===== config.mk =====
export PLATFORM = sky130hd
export DESIGN_NAME = sap_1_fetch_unit
export DESIGN_NICKNAME = d
export VERILOG_FILES = /design/src/rtl/sap_1_fetch_unit.sv
export SDC_FILE = /design/constraint.sdc
export NUM_CORES = 1
export LEC_CHECK = 0
export ABC_CLOCK_PERIOD_IN_PS = 1800
export BUFFER_PORTS_ARGS = -buffer_cell sky130_fd_sc_hd__buf_4
export CORE_MARGIN = 5
export CORE_UTILIZATION = 30
export CTS_BUF_LIST = sky130_fd_sc_hd__clkbuf_8
export CTS_CLUSTER_SIZE = 28
export DETAILED_ROUTE_END_ITERATION = 6
export GPL_ROUTABILITY_DRIVEN = 1
export GPL_TIMING_DRIVEN = 0
export HOLD_SLACK_MARGIN = 0.08
export MAX_ROUTING_LAYER = met4
export PLACE_DENSITY = 0.6
export SLEW_MARGIN = 40
export SYNTH_ARGS = -nofsm -noshare
export SYNTH_HDL_FRONTEND = slang
export SYNTH_SLANG_ARGS = --single-unit

===== constraint.sdc =====
create_clock -name CLK -period 1.8 [get_ports CLK]
set_clock_uncertainty 0.2 [all_clocks]
set_input_delay 0.18 -clock CLK [delete_from_list [all_inputs] [get_ports CLK]]
set_output_delay 0.18 -clock CLK [all_outputs]
set_load 0.02 [all_outputs]

===== src/rtl/sap_1_fetch_unit.sv =====
// sap_1_fetch_unit: SAP-1 ring counter with PC, MAR and IR driving the instruction ROM
module sap_1_fetch_unit #(
   parameter logic [3:0] RESET_PC    = 4'h0,
   parameter logic [3:0] HALT_OPCODE = 4'hF,
   parameter logic [3:0] OUT_OPCODE  = 4'hE
) (
   input  logic       CLK,
   input  logic       CLR,
   input  logic [7:0] instruction_in,
   output logic [3:0] address_out,
   output logic       CEbar,
   output logic [3:0] opcode_out,
   output logic [3:0] operand_out,
   output logic [5:0] t_state,
   output logic [3:0] pc_out,
   output logic       mem_data_valid,
   output logic       out_strobe,
   output logic       halted
);
   typedef enum logic [2:0] {T1, T2, T3, T4, T5, T6, HALT} state_t;
   state_t     state, state_next;
   logic [3:0] pc, mar;
   logic [7:0] ir;
   logic       is_halt, is_out, mem_ref;
   // HLT takes precedence so an overlapping opcode parameter still stops the machine
   assign is_halt = ir[7:4] == HALT_OPCODE;
   assign is_out  = (ir[7:4] == OUT_OPCODE) && !is_halt;
   assign mem_ref = (ir[7:4] <= 4'h2) && !is_halt;
   // ring counter register; reset parks it in T1
   always_ff @(posedge CLK or posedge CLR) begin
      if (CLR) state <= T1;
      else     state <= state_next;
   end
   // ring sequence: six steps per instruction, HLT diverts T4 into the terminal state
   always_comb begin
      state_next = state;
      case (state)
         T1:      state_next = T2;
         T2:      state_next = T3;
         T3:      state_next = T4;
         T4:      state_next = is_halt ? HALT : T5;
         T5:      state_next = T6;
         T6:      state_next = T1;
         HALT:    state_next = HALT;
         default: state_next = T1;
      endcase
   end
   // PC/MAR/IR transfers: MAR loads at T1 and memory-reference T4 edges only
   always_ff @(posedge CLK or posedge CLR) begin
      if (CLR) begin
         pc  <= RESET_PC;
         mar <= 4'h0;
         ir  <= 8'h00;
      end else begin
         pc  <= (state == T2) ? pc + 4'd1 : pc;
         mar <= (state == T1) ? pc : ((state == T4) && mem_ref) ? ir[3:0] : mar;
         ir  <= (state == T3) ? instruction_in : ir;
      end
   end
   // bus and event outputs come only from the registered state and IR
   always_comb begin
      t_state        = (state == HALT) ? 6'b000000 : 6'b000001 << state;
      mem_data_valid = (state == T5) && mem_ref;
      CEbar          = !((state == T3) || mem_data_valid);
      out_strobe     = (state == T4) && is_out;
      halted         = state == HALT;
   end
   assign address_out = mar;
   assign pc_out      = pc;
   assign opcode_out  = ir[7:4];
   assign operand_out = ir[3:0];
endmodule


==> results.py <==
metrics = {
    "critical_path": {
        "rr_worst_depth": 5,
        "reg2reg_from": "state[0]$_DFF_PP0_",
        "startpoint": "state[2]$_DFF_PP0_",
        "crit_arrival_ns": 1.43,
        "crit_end": "out_strobe",
        "critPathCaptureType": "output pin",
        "crit_required_ns": 1.42,
        "r2r_slack_ns": 0.16,
        "cp-start-kind": "register",
        "critPathSlowestCell": "dfrtp_1",
        "cp_max_fo": 10,
        "path_cells": "buf_6, nand3b_1, nor3_2, buf_4",
        "crit_type": "register to output pin",
        "crit_buf_inv": 2,
        "critPathMaxStageDelay_ns": 0.37,
        "worst_r2r_endpoint": "ir[1]$_DFFE_PP0N_",
        "cp.depth": 4,
        "critPathTopFamily": "simple AND/OR/NAND/NOR gates",
    },
    "grt": {
        "grt_use_total_pct": 11.5,
        "grt_max_degree": 20,
        "grt_pass1_wl_mm": 3.79,
        "overflow": 0,
        "antenna_found_initial": 0,
        "grt_pass1_vias": 876,
    },
    "routing": {
        "initialDrtViolationCount": 9,
        "post_drt_wl_per_cell_um": 13.7,
        "drtAntennaViolNets": 0,
        "via_per_inst": 4.65,
        "wl_mm": 2.36,
        "vias": 800,
        "first_pass_iters": 4,
        "drc": 0,
    },
    "timing": {
        "postLayoutSetupSlackWorst_ns": -0.00698,
        "hold_violations": 0,
        "max_freq_ghz": 0.553,
        "slew_headroom_pct": 53.3,
        "finalMaxSlewViolations": 0,
        "fin_crit_ns": 1.81,
        "finalSetupViolCount": 1,
        "rsz0062_at_grt": "true",
        "tns_ns": -0.00698,
        "period_share_pct": 100,
        "worst_pin_slew_ns": 0.696,
    },
    "synthesis": {
        "async_flop_share_pct": 100,
        "syn_avg_cell_area_um2": 11.5,
        "synth-compound-area-share_pct": 12.0,
        "synthSimpleGateAreaFrac_pct": 13.3,
        "netlist-cell-type-count": 25,
        "yosys_most_used_dff": "dfrtp_1",
        "synth_cells": 79,
        "synth_top_family_by_area": "simple AND/OR/NAND/NOR gates",
        "synth_xor_area_share_pct": 2.90,
        "ys_warn_count": 0,
        "synth_fp_nets": 90,
        "ys_ff_latch": 19,
        "seq_area_frac_synth_pct": 52.5,
        "syn-cell-area_um2": 906,
        "synth_fa_ha_area_share_pct": 1.38,
        "synth_edf_count": 0,
        "synth.area.mux_share_pct": 11.2,
    },
    "cells_and_area": {
        "drive_gt1_share_pct": 47.5,
        "seqCellArea_um2": 479,
        "fillers": 266,
        "post-route-util_pct": 49.5,
        "fin_nets": 151,
        "area_delta_synth_final_pct": 62.6,
        "fin_cells": 172,
        "num_antenna_cells": 0,
        "multi_input_area_um2": 394,
    },
    "placement": {
        "io_buffers": 35,
        "place_congestion": 0.713,
        "place_inst": 147,
        "hpwl_mm": 1.53,
    },
    "floorplanning": {
        "core_area_um2": 2980,
        "pin_count": 36,
        "start_util_pct": 30.4,
        "fp-row-count": 20,
        "die_w_um": 65.0,
        "chipHeight_um": 65.0,
        "die_area_um2": 4220,
    },
    "hold_path": {
        "hp-class": "primary input to async pin",
    },
    "clocking": {
        "cts_tree": "yes",
        "clkTransAtPathRegs_ns": 0.07,
        "cts-buffers-inserted": 3,
        "insertion_delay_ns": 0.26,
        "cts-root-buf": "clkbuf_8",
        "htreeDepth": 1,
        "clock_sinks": 19,
        "cts.path.max_buffers": 2,
    },
    "power": {
        "cellPowerDensity_nw_per_um2": 2040,
        "leakagePower_nw": 0.681,
        "power.ir.vdd_worst_mv": 0.968,
    },
    "status": {
        "violations": "negative setup slack",
        "status": "complete, but fails checks",
    },
    "job": {
        "maxCapViolations": 0,
    },
}
[cell usage in the layout (no fill, tap or decap), drive strengths merged, types with 2 or more instances in the layout]
cell          n
dfrtp        19
nor3          2
nand2         3
a21oi         6
inv           2
clkinv        3
nor2          8
buf          51
a31oi         4
nand4         2
mux2          9
o21ai         5
nor3b         2
clkbuf        3
xnor2         2
dlygate4sd3   9
[worst min-delay path, stage by stage]
cell and delay (ns):
dlygate4sd3_1 0.53, buf_4 0.13, clkinv_1 0.36
[Yosys cell counts (all sizes together) (2+ instances only)]
library cell / number / share of area [%]
nor3: 2 / 1.1
xnor2: 2 / 1.9
buf: 4 / 4.6
dfrtp: 19 / 52
nor2: 8 / 3.3
a31oi: 4 / 2.8
nand2: 3 / 1.2
nand4: 2 / 1.4
nor3b: 2 / 2.9
inv: 3 / 1.2
mux2: 9 / 11
o21ai: 5 / 2.8
a21oi: 6 / 3.3
[registers in the layout, summed over array words and instances (netlist names)]
signal,flops
state,3
ir,8
pc_out,4
address_out,4
[metrics by stage]
stage	total power, W	instance area [µm²]	setup WS [ns]	hold slack [ns]
after CTS	0.00284	1390	0.00270	0.323
final	0.00300	1470	-0.00698	0.300
after detailed placement	0.00241	1210	0.157	0.149
after global routing	0.00321	1470	-0.0551	0.347
after global placement	0.00238	1210	0.168	0.140
after floorplan	0.00182	906	0.125	-0.0689
[power breakdown]
part | internal [W] | switching (W) | total [W] | leakage, nW
Combinational | 0.000896 | 0.000911 | 0.00181 | 0.437
Clock | 0.000154 | 0.000145 | 0.000299 | 0.0255
Sequential | 0.000660 | 0.000233 | 0.000892 | 0.219
[worst min path at each step]
stage                          start                    endpoint  slack (ns)  cells after the start
2_1_floorplan                    CLR  address_out[0]$_DFFE_PP0P_       -0.07                      1
3_3_place_gp                     CLR          state[0]$_DFF_PP0_        0.14                      2
3_5_place_dp                     CLR       pc_out[0]$_DFFE_PP0N_        0.15                      2
4_1_cts        pc_out[3]$_DFFE_PP0N_       pc_out[3]$_DFFE_PP0N_        0.32                      1
5_1_grt                          CLR       pc_out[1]$_DFFE_PP0N_        0.35                      3
6_report                         CLR       pc_out[0]$_DFFE_PP0N_        0.30                      3
[area by class of cell]
type	instances	area share, %
Tap cell	33	2.80
Timing Repair Buffer	56	30.3
Sequential cell	19	32.5
Buffer	4	3.06
Clock buffer	3	2.80
Multi-Input combinational cell	52	26.8
Inverter	4	1.36
Clock inverter	1	0.340
[cells by family after synthesis]
| family | after synthesis |
|---|---|
| buf+inv | 8 |
| fa+ha+maj | 1 |
| flops | 19 |
| simple gates | 21 |
| compound gates | 18 |
| xor+xnor | 3 |
| mux | 9 |
[routing by layer]
metal	vias up	wire [µm]	track usage (%)
met5	-	0	-
li1	396	-	-
met2	30	1110	19.7
met1	371	1090	13.5
met3	3	142	2.60
met4	0	21	3.17
[timing repair]
action                     4_1_cts  5_1_grt
hold buffers                     9        0
hold endpoints to repair        27        0
buffers inserted                 4        8
setup endpoints to repair        5        4
resized for setup                2        8
pin swaps                        2        1
Power figures use the tool's default switching activity.
